$ cat src/rtl/uart_pkg.sv
// Shared UART definitions: frame constants, FSM state encoding and the parity helper.
package uart_pkg;

    localparam int DATA_W     = 8;
    localparam int PRESCALE_W = 6;

    localparam logic START_BIT = 1'b0;
    localparam logic STOP_BIT  = 1'b1;

    typedef enum logic [2:0] {
        IDLE,
        START,
        DATA,
        PARITY,
        STOP
    } uart_state_t;

    // Even parity makes the total count of ones even; odd parity makes it odd.
    function automatic logic parity_bit(input logic [DATA_W-1:0] data, input logic typ);
        return typ ? ~^data : ^data;
    endfunction

endpackage

$ cat src/rtl/uart_tx_bit_timer.sv
// Bit-period timer: counts 0..period-1 and flags the last clock of each bit.
module uart_tx_bit_timer
    import uart_pkg::*;
(
    input  logic                  clk,
    input  logic                  rst,
    input  logic                  load,
    input  logic [PRESCALE_W-1:0] period,
    output logic [PRESCALE_W-1:0] cnt,
    output logic                  bit_done
);

    // period is never zero here; the caller maps a prescale of 0 to 1.
    assign bit_done = (cnt == period - PRESCALE_W'(1));

    // Count clocks within the current bit; load or end-of-bit restarts from 0.
    always_ff @(posedge clk or negedge rst) begin
        // NOTE: sequential state uses non-blocking assignments so every flop
        // samples the pre-edge values, independent of statement order.
        if (!rst) begin
            cnt <= '0;
        end else if (load || bit_done) begin
            cnt <= '0;
        end else begin
            cnt <= cnt + PRESCALE_W'(1);
        end
    end

endmodule

$ cat src/rtl/uart_tx.sv
// UART transmitter: start bit, 8 data bits LSB first, optional parity, stop bit.
module uart_tx
    import uart_pkg::*;
(
    input  logic                  clk,
    input  logic                  rst,
    input  logic [DATA_W-1:0]     P_DATA,
    input  logic                  data_valid,
    input  logic                  PAR_EN,
    input  logic                  PAR_TYP,
    input  logic [PRESCALE_W-1:0] prescale,
    output logic                  TX_OUT,
    output logic                  busy
);

    uart_state_t           state_q, state_d;
    logic [DATA_W-1:0]     data_q;
    logic                  par_en_q;
    logic                  par_bit_q;
    logic [PRESCALE_W-1:0] prescale_q;
    logic [PRESCALE_W-1:0] period;
    logic [2:0]            idx_q, idx_d;
    logic                  tx_q, tx_d;
    logic [PRESCALE_W-1:0] cnt;
    logic                  bit_done;
    logic                  last_stop_clk;
    logic                  accept;
    logic                  timer_load;

    // A latched prescale of 0 behaves as 1 clock per bit.
    assign period = (prescale_q == '0) ? PRESCALE_W'(1) : prescale_q;

    // busy comes from registered state and the timer only, so an upstream
    // valid never loops combinationally back into busy.
    assign last_stop_clk = (state_q == STOP) && (cnt == period - PRESCALE_W'(1));
    assign busy          = (state_q != IDLE) && !last_stop_clk;
    assign accept        = data_valid && !busy;

    // Hold the timer at 0 while idle and restart it on every new frame.
    assign timer_load = (state_q == IDLE) || accept;

    assign TX_OUT = tx_q;

    uart_tx_bit_timer u_bit_timer (
        .clk      (clk),
        .rst      (rst),
        .load     (timer_load),
        .period   (period),
        .cnt      (cnt),
        .bit_done (bit_done)
    );

    // Next state, next bit index and the value the line takes after this edge.
    always_comb begin
        // NOTE: every signal assigned here gets a default first, so no path
        // leaves it unassigned and no latch is inferred.
        state_d = state_q;
        idx_d   = idx_q;
        tx_d    = STOP_BIT;

        unique case (state_q)
            IDLE: begin
                if (accept) state_d = START;
            end
            START: begin
                if (bit_done) state_d = DATA;
            end
            DATA: begin
                if (bit_done) begin
                    idx_d = idx_q + 3'd1;
                    if (idx_q == 3'd7) state_d = par_en_q ? PARITY : STOP;
                end
            end
            PARITY: begin
                if (bit_done) state_d = STOP;
            end
            STOP: begin
                if (bit_done) state_d = accept ? START : IDLE;
            end
            default: state_d = IDLE;
        endcase

        if (accept) idx_d = '0;

        // Line value is registered, so decode it from the upcoming state.
        unique case (state_d)
            START:   tx_d = START_BIT;
            DATA:    tx_d = data_q[idx_d];
            PARITY:  tx_d = par_bit_q;
            default: tx_d = STOP_BIT;
        endcase
    end

    // FSM state, bit index and the registered serial line.
    always_ff @(posedge clk or negedge rst) begin
        if (!rst) begin
            state_q <= IDLE;
            idx_q   <= '0;
            tx_q    <= STOP_BIT;
        end else begin
            state_q <= state_d;
            idx_q   <= idx_d;
            tx_q    <= tx_d;
        end
    end

    // Frame registers capture the request on acceptance and hold for the frame.
    always_ff @(posedge clk or negedge rst) begin
        if (!rst) begin
            data_q     <= '0;
            par_en_q   <= 1'b0;
            par_bit_q  <= 1'b0;
            prescale_q <= '0;
        end else if (accept) begin
            data_q     <= P_DATA;
            par_en_q   <= PAR_EN;
            par_bit_q  <= parity_bit(P_DATA, PAR_TYP);
            prescale_q <= prescale;
        end
    end

endmodule

$ cat config.mk
export PLATFORM = sky130hd
export DESIGN_NAME = uart_tx
export DESIGN_NICKNAME = d
export VERILOG_FILES = /design/src/rtl/uart_pkg.sv /design/src/rtl/uart_tx_bit_timer.sv /design/src/rtl/uart_tx.sv
export SDC_FILE = /design/constraint.sdc
export NUM_CORES = 1
export LEC_CHECK = 0
export ABC_AREA = 1
export BUFFER_PORTS_ARGS = -buffer_cell sky130_fd_sc_hd__buf_2
export CAP_MARGIN = 15
export CORE_MARGIN = 1
export CORE_UTILIZATION = 58
export CTS_CLUSTER_SIZE = 10
export DETAILED_ROUTE_END_ITERATION = 10
export PLACE_DENSITY = 0.79
export SETUP_SLACK_MARGIN = 0.02
export SLEW_MARGIN = 25
export SYNTH_ARGS = -nofsm -noshare
export SYNTH_HDL_FRONTEND = slang
export SYNTH_SLANG_ARGS = --single-unit
$ cat constraint.sdc
create_clock -name clk -period 2.6 [get_ports clk]
set_input_delay 0.52 -clock clk [delete_from_list [all_inputs] [get_ports clk]]
set_output_delay 0.52 -clock clk [all_outputs]
set_load 0.005 [all_outputs]
Word-level counts from Yosys, hierarchy flattened --
Cells that the tools add are included.
Operators by class: $add $sub $neg 3, magnitude comparators 1, equality and inequality tests 9, reductions and logical operators 12, mux-type cells 18
Operators with widths (count):
- two-way mux 3 bit | 10
- one-hot mux 3 bit (5 select lines) | 1
- equality test 3 x 2 -> 1 bit (second input constant) | 4
- two-way mux 6 bit | 2
- XNOR reduction 8 bit | 1
- XOR reduction 8 bit | 1
- adder 6 x 1 -> 6 bit (second input constant) | 1
- equality test 3 x 1 -> 1 bit (second input constant) | 2
- equality test 3 bit (second input constant) | 2
- equality test 6 bit | 1
- zero test 6 bit | 1
- subtractor 6 x 1 -> 6 bit (second input constant) | 1
- < comparator 3 x 4 -> 1 bit (second input constant) | 1
- adder 3 x 1 -> 3 bit (second input constant) | 1
- binary-select mux 1 bit (select 3 bit) | 1
- logical AND 1 bit | 3
- zero test 3 bit | 1
- two-way mux 1 bit | 3
- one-hot mux 1 bit (3 select lines) | 1
- nonzero test 3 bit | 1
- zero test 1 bit | 2
- logical OR 1 bit | 2
Word-level totals: register bits after elaboration 29, output and inout port bits 2, logic and storage cells 51

Logic depth before layout (Yosys ltp) --
depth after elaboration 14, depth in mapped cells 21, gate-level depth less buffers 21

Hierarchy --
A second synthesis with hierarchy kept.
Unflattened totals: cells, all modules 270, area, all modules 1950.6 µm²
By module, submodules not included:
- uart_tx | area each 1462.7 µm², instances 1, cells each 200
- uart_tx_bit_timer | area each 488.0 µm², instances 1, cells each 70

Worst setup path after synthesis --
Ideal clock, no wire load.
path type reg-to-reg, start reg prescale_q[2], end reg tx_q (netlist: TX_OUT), arrival 2.300 ns, cell stages (with the launch flop) 19, data required time 2.518 ns, path buffers 1, setup slack 0.217 ns, cell sequence dfrtp_1 -> nor2_4 -> nand3_4 -> nand2_4 -> inv_1 -> ha_1 -> xor2_1 -> o21ai_0 -> nor2_2 -> nand3_4 -> nand2_4 -> nand3_4 -> buf_6 -> nand3_1 -> nand2_1 -> nand2_1 -> nand3_1 -> nand3_1 -> nand3_1
On the way: cells in the longest elaborated chain, start to end 14
Ends and longest elaborated chain:
- start: declaration | line uart_tx.sv:20 | logic [PRESCALE_W-1:0] prescale_q;
- start signal: assignment | line uart_tx.sv:118 | prescale_q <= prescale;
- zero test 6 bit | line uart_tx.sv:31 | assign period = (prescale_q == '0) ? PRESCALE_W'(1) : prescale_q;
- two-way mux 6 bit (*) | line uart_tx.sv:31
- subtractor 6 x 1 -> 6 bit (*) | line uart_tx_bit_timer.sv:14, uart_tx.sv:35
- equality test 6 bit (*) | line uart_tx_bit_timer.sv:14, uart_tx.sv:35
- logical AND 1 bit | line uart_tx.sv:35 | assign last_stop_clk = (state_q == STOP) && (cnt == period - PRESCALE_W'(1));
- zero test 1 bit | line uart_tx.sv:36 | assign busy = (state_q != IDLE) && !last_stop_clk;
- logical AND 1 bit | line uart_tx.sv:36
- zero test 1 bit | line uart_tx.sv:37 | assign accept = data_valid && !busy;
- logical AND 1 bit | line uart_tx.sv:37
- two-way mux 1 bit | line uart_tx.sv:78 | if (bit_done) state_d = accept ? START : IDLE;
- two-way mux 3 bit | line uart_tx.sv:78
- one-hot mux 3 bit (5 select lines) | line uart_tx.sv:61 | unique case (state_q)
- equality test 3 x 2 -> 1 bit or equality test 3 x 1 -> 1 bit (tied branches) | line uart_tx.sv:86 | unique case (state_d)
- one-hot mux 1 bit (3 select lines) (*) | line uart_tx.sv:86
- named net tx_d | line uart_tx.sv:23 | logic tx_q, tx_d;
- end signal: assignment | line uart_tx.sv:103 | tx_q <= tx_d;
- end: declaration | line uart_tx.sv:23
The timed path passes the listed nets; every way through them passes the cells marked *. The select of a mux whose other input is x is not followed. A chain may end at the register's enable or synchronous reset.

Final worst setup path --
start reg prescale_q[2], end out busy
On the way: cells in the longest elaborated chain, start to end 7
Ends and longest elaborated chain:
- zero test 6 bit | line uart_tx.sv:31
- two-way mux 6 bit (*) | line uart_tx.sv:31
- subtractor 6 x 1 -> 6 bit (*) | line uart_tx.sv:35
- equality test 6 bit (*) | line uart_tx.sv:35
- logical AND 1 bit (*) | line uart_tx.sv:35
- zero test 1 bit (*) | line uart_tx.sv:36
- logical AND 1 bit (*) | line uart_tx.sv:36
- end: declaration | line uart_tx.sv:13 | output logic busy
Mark *: on every way between the ends. The rest lies on a longest branch, timed or not.

==> reports/qor.yml <==
multiInputGateArea_mm2: 0.00102
drt_first_iter_violations: 89
crit_path_max_fanout: 2
detailed_placer_s_ending_hpwl_um: 2710
postLayoutCoreUtil: 0.777
wl_per_instance_um: 13.2
drive_gt1_frac: 0.303
yosys_warnings: 0
num_antenna_cells: 0
numPlacedInstances: 279
layout.cells.most_common: "sky130_fd_sc_hd__nand2_1"
total_negative_setup_slacks_ns: -0.0695
number_of_distinct_library_cell_variants_in_the_gate_level_netlist_after_synthesis: 27
first_pass_grt_wire_length_um: 6620
antenna_violating_nets_post_route: 0
detailroute.wirelength.met2_um: 1850
grt_start_max_net_pins: 30
synth_area_per_cell_um2: 8.02
rsz_0062_raised_after_global_routing: "true"
run_status: "finished with violations"
worstReg2RegEnd: "TX_OUT"
core_region_area_mm2: 0.00285
min_path_type: "in -> async"
mappedNetlistArea_mm2: 0.00180
setup_viol_count_final: 1
top_signal_layer_used: "met4"
htree_levels: 2
synth.area.top_cells: "sky130_fd_sc_hd__dfrtp_1 39%, sky130_fd_sc_hd__nand2_1 11%, sky130_fd_sc_hd__nand3_1 6.4%"
routed_wirelength_um: 3930
synth_top_cell_area_share: 0.388
p_leak_nw: 1.10
global_route.usage.total: 0.263
synth.yosys.seq_area_share: 0.403
final_min_period_over_clock_period: 1.03
start_util: 0.632
cts_tree: "done"
place_ws_ns: -0.0629
clkLatencyLatePin_ns: 0.34
timing.fmax_ghz: 0.375
die_height_um: 57.8
worstPathArrival_ns: 2.15
post-synth-top-area-cell: "sky130_fd_sc_hd__dfrtp_1"
cp-end-kind: "primary output"
clock_path_buffers: 2
post_synth_inst_count: 225
row_count: 19
timing.hold.ws_ns: 0.190
wirelength_met1_um: 1790
failed_checks: "design-rule violations, negative setup slack"
report.power.total_mw: 2.47
vias: 1635
synth-seq-cells: 29
overflow: 0
drtPass1Iterations: 7
design_area_mm2: 0.00222
remaining_drc_errors: 2
cts_buffers: 5
post_drt_via_cell_ratio: 5.49
clock-sinks: 29
worst_setup_slack_final_ns: -0.0695
worst_ir_drop_vdd_v: 0.000581
root_buffer_selected_by_cts: "sky130_fd_sc_hd__clkbuf_4"
setup.reg_to_reg.worst_slack_ns: 0.04
placed_cell_area_mm2: 0.00196
nNetsFinal: 290
dr_wl_met3_um: 209
finalHoldViolCount: 0
layout.cells.non_filler: 298
worst_r2r_startpoint: "prescale_q[2]"
die_width_um: 57.8
mostFrequentLayoutCells: "47 x sky130_fd_sc_hd__nand2_1, 28 x sky130_fd_sc_hd__dfrtp_1, 25 x sky130_fd_sc_hd__inv_1, 22 x sky130_fd_sc_hd__nor2_1"
area_growth_syn_to_layout_pct: 22.8
worst_setup_path_start_kind: "flop"
period_minus_slack_ns: 2.67
critPathKind: "reg -> out"
sequential_cell_area_um2: 727
pwr_density_cell_mw_per_mm2: 1110
synthesized_nets: 248
fillerInstances: 194
io_buffer_count: 20
die-area_mm2: 0.00334
gp_congestion: 0.876
max_cap_violations: 0
max-slew-margin-rel: 0.575
maxSlewViolCount: 0
floorplan.io_pins: 21
first_global_vias: 1565
r2r.worst_path.cells: 20
clkSlewWorstSetupHoldPaths_ns: 0.09
fin_skew_ns: 0.00703
antenna_found_initial: 0
worst_slew_pin_slew_ns: 0.637
critPathRequiredTime_ns: 2.08
-- Yosys cell counts, drive strengths merged --
master / instances
dfstp: 1
nand3: 26
mux2: 7
buf: 3
ha: 4
o21ai: 8
o21a: 1
xor2: 6
a21oi: 10
nor3b: 2
xnor2: 6
dfrtp: 28
nand2: 56
inv: 30
a31oi: 1
nor3: 3
nand4: 6
nor2: 26
a32oi: 1
-- critical path: stages (launching register included) --
cell and delay, ns:
sky130_fd_sc_hd__dfrtp_1 0.42, sky130_fd_sc_hd__nor2_4 0.15, sky130_fd_sc_hd__nand3_4 0.10, sky130_fd_sc_hd__nand2_4 0.08, sky130_fd_sc_hd__inv_4 0.04, sky130_fd_sc_hd__ha_4 0.27
sky130_fd_sc_hd__xor2_4 0.16, sky130_fd_sc_hd__o21ai_2 0.09, sky130_fd_sc_hd__nor2_4 0.14, sky130_fd_sc_hd__nand3_4 0.09, sky130_fd_sc_hd__nand2_4 0.07, sky130_fd_sc_hd__nand2_2 0.05
sky130_fd_sc_hd__buf_6 0.13
-- worst max-delay path by stage --
stage             startpoint      to  cells after the start
6_report       prescale_q[2]    busy                     12
3_3_place_gp   prescale_q[3]  TX_OUT                     17
5_1_grt        prescale_q[2]    busy                     12
2_1_floorplan  prescale_q[2]  TX_OUT                     18
3_5_place_dp   prescale_q[3]  TX_OUT                     17
4_1_cts        prescale_q[1]    busy                     12
-- cell families after synthesis --
kind of cell               share of synthesized area
adders and majority gates                     0.0277
AOI/OAI and AO/OA                             0.0624
muxes                                         0.0437
xor gates and xnor gates                      0.0583
buffers and inverters                         0.0777
and+or+nand+nor                                0.327
DFF                                            0.403
-- layout make-up --
class	instances	area share
multi-input combinational	163	0.459
sequential	29	0.328
timing repair buffer	38	0.111
inverter	30	0.0519
tap	31	0.0175
clock buffer	5	0.0169
clock inverter	2	0.0158
-- state kept, by name (all words and copies together) (netlist names) --
register / cells
data_q: 8
prescale_q: 6
u_bit_timer.cnt: 6
idx_q: 3
state_q: 3
TX_OUT: 1
par_bit_q: 1
par_en_q: 1
-- layer usage --
layer / global-route usage / up-vias
li1: - / 811
met1: 0.348 / 761
met2: 0.407 / 53
met3: 0.0804 / 10
met4: 0.105 / 0
met5: 0 / -
-- repair_timing --
action                                  in CTS  in global routing
pin swaps                                    7                  7
buffers inserted                            10                  2
endpoints found under the setup margin       6                 13
gates resized for setup                      6                 15
hold buffers                                 0                  0
-- power by group --
group	switching [mW]	leakage (nW)	internal [mW]
Sequential	0.141	0.351	0.635
Combinational	0.740	0.706	0.591
Clock	0.166	0.0410	0.196
Total	1.05	1.10	1.42
Note: power is estimated with default switching activity, not from simulation.
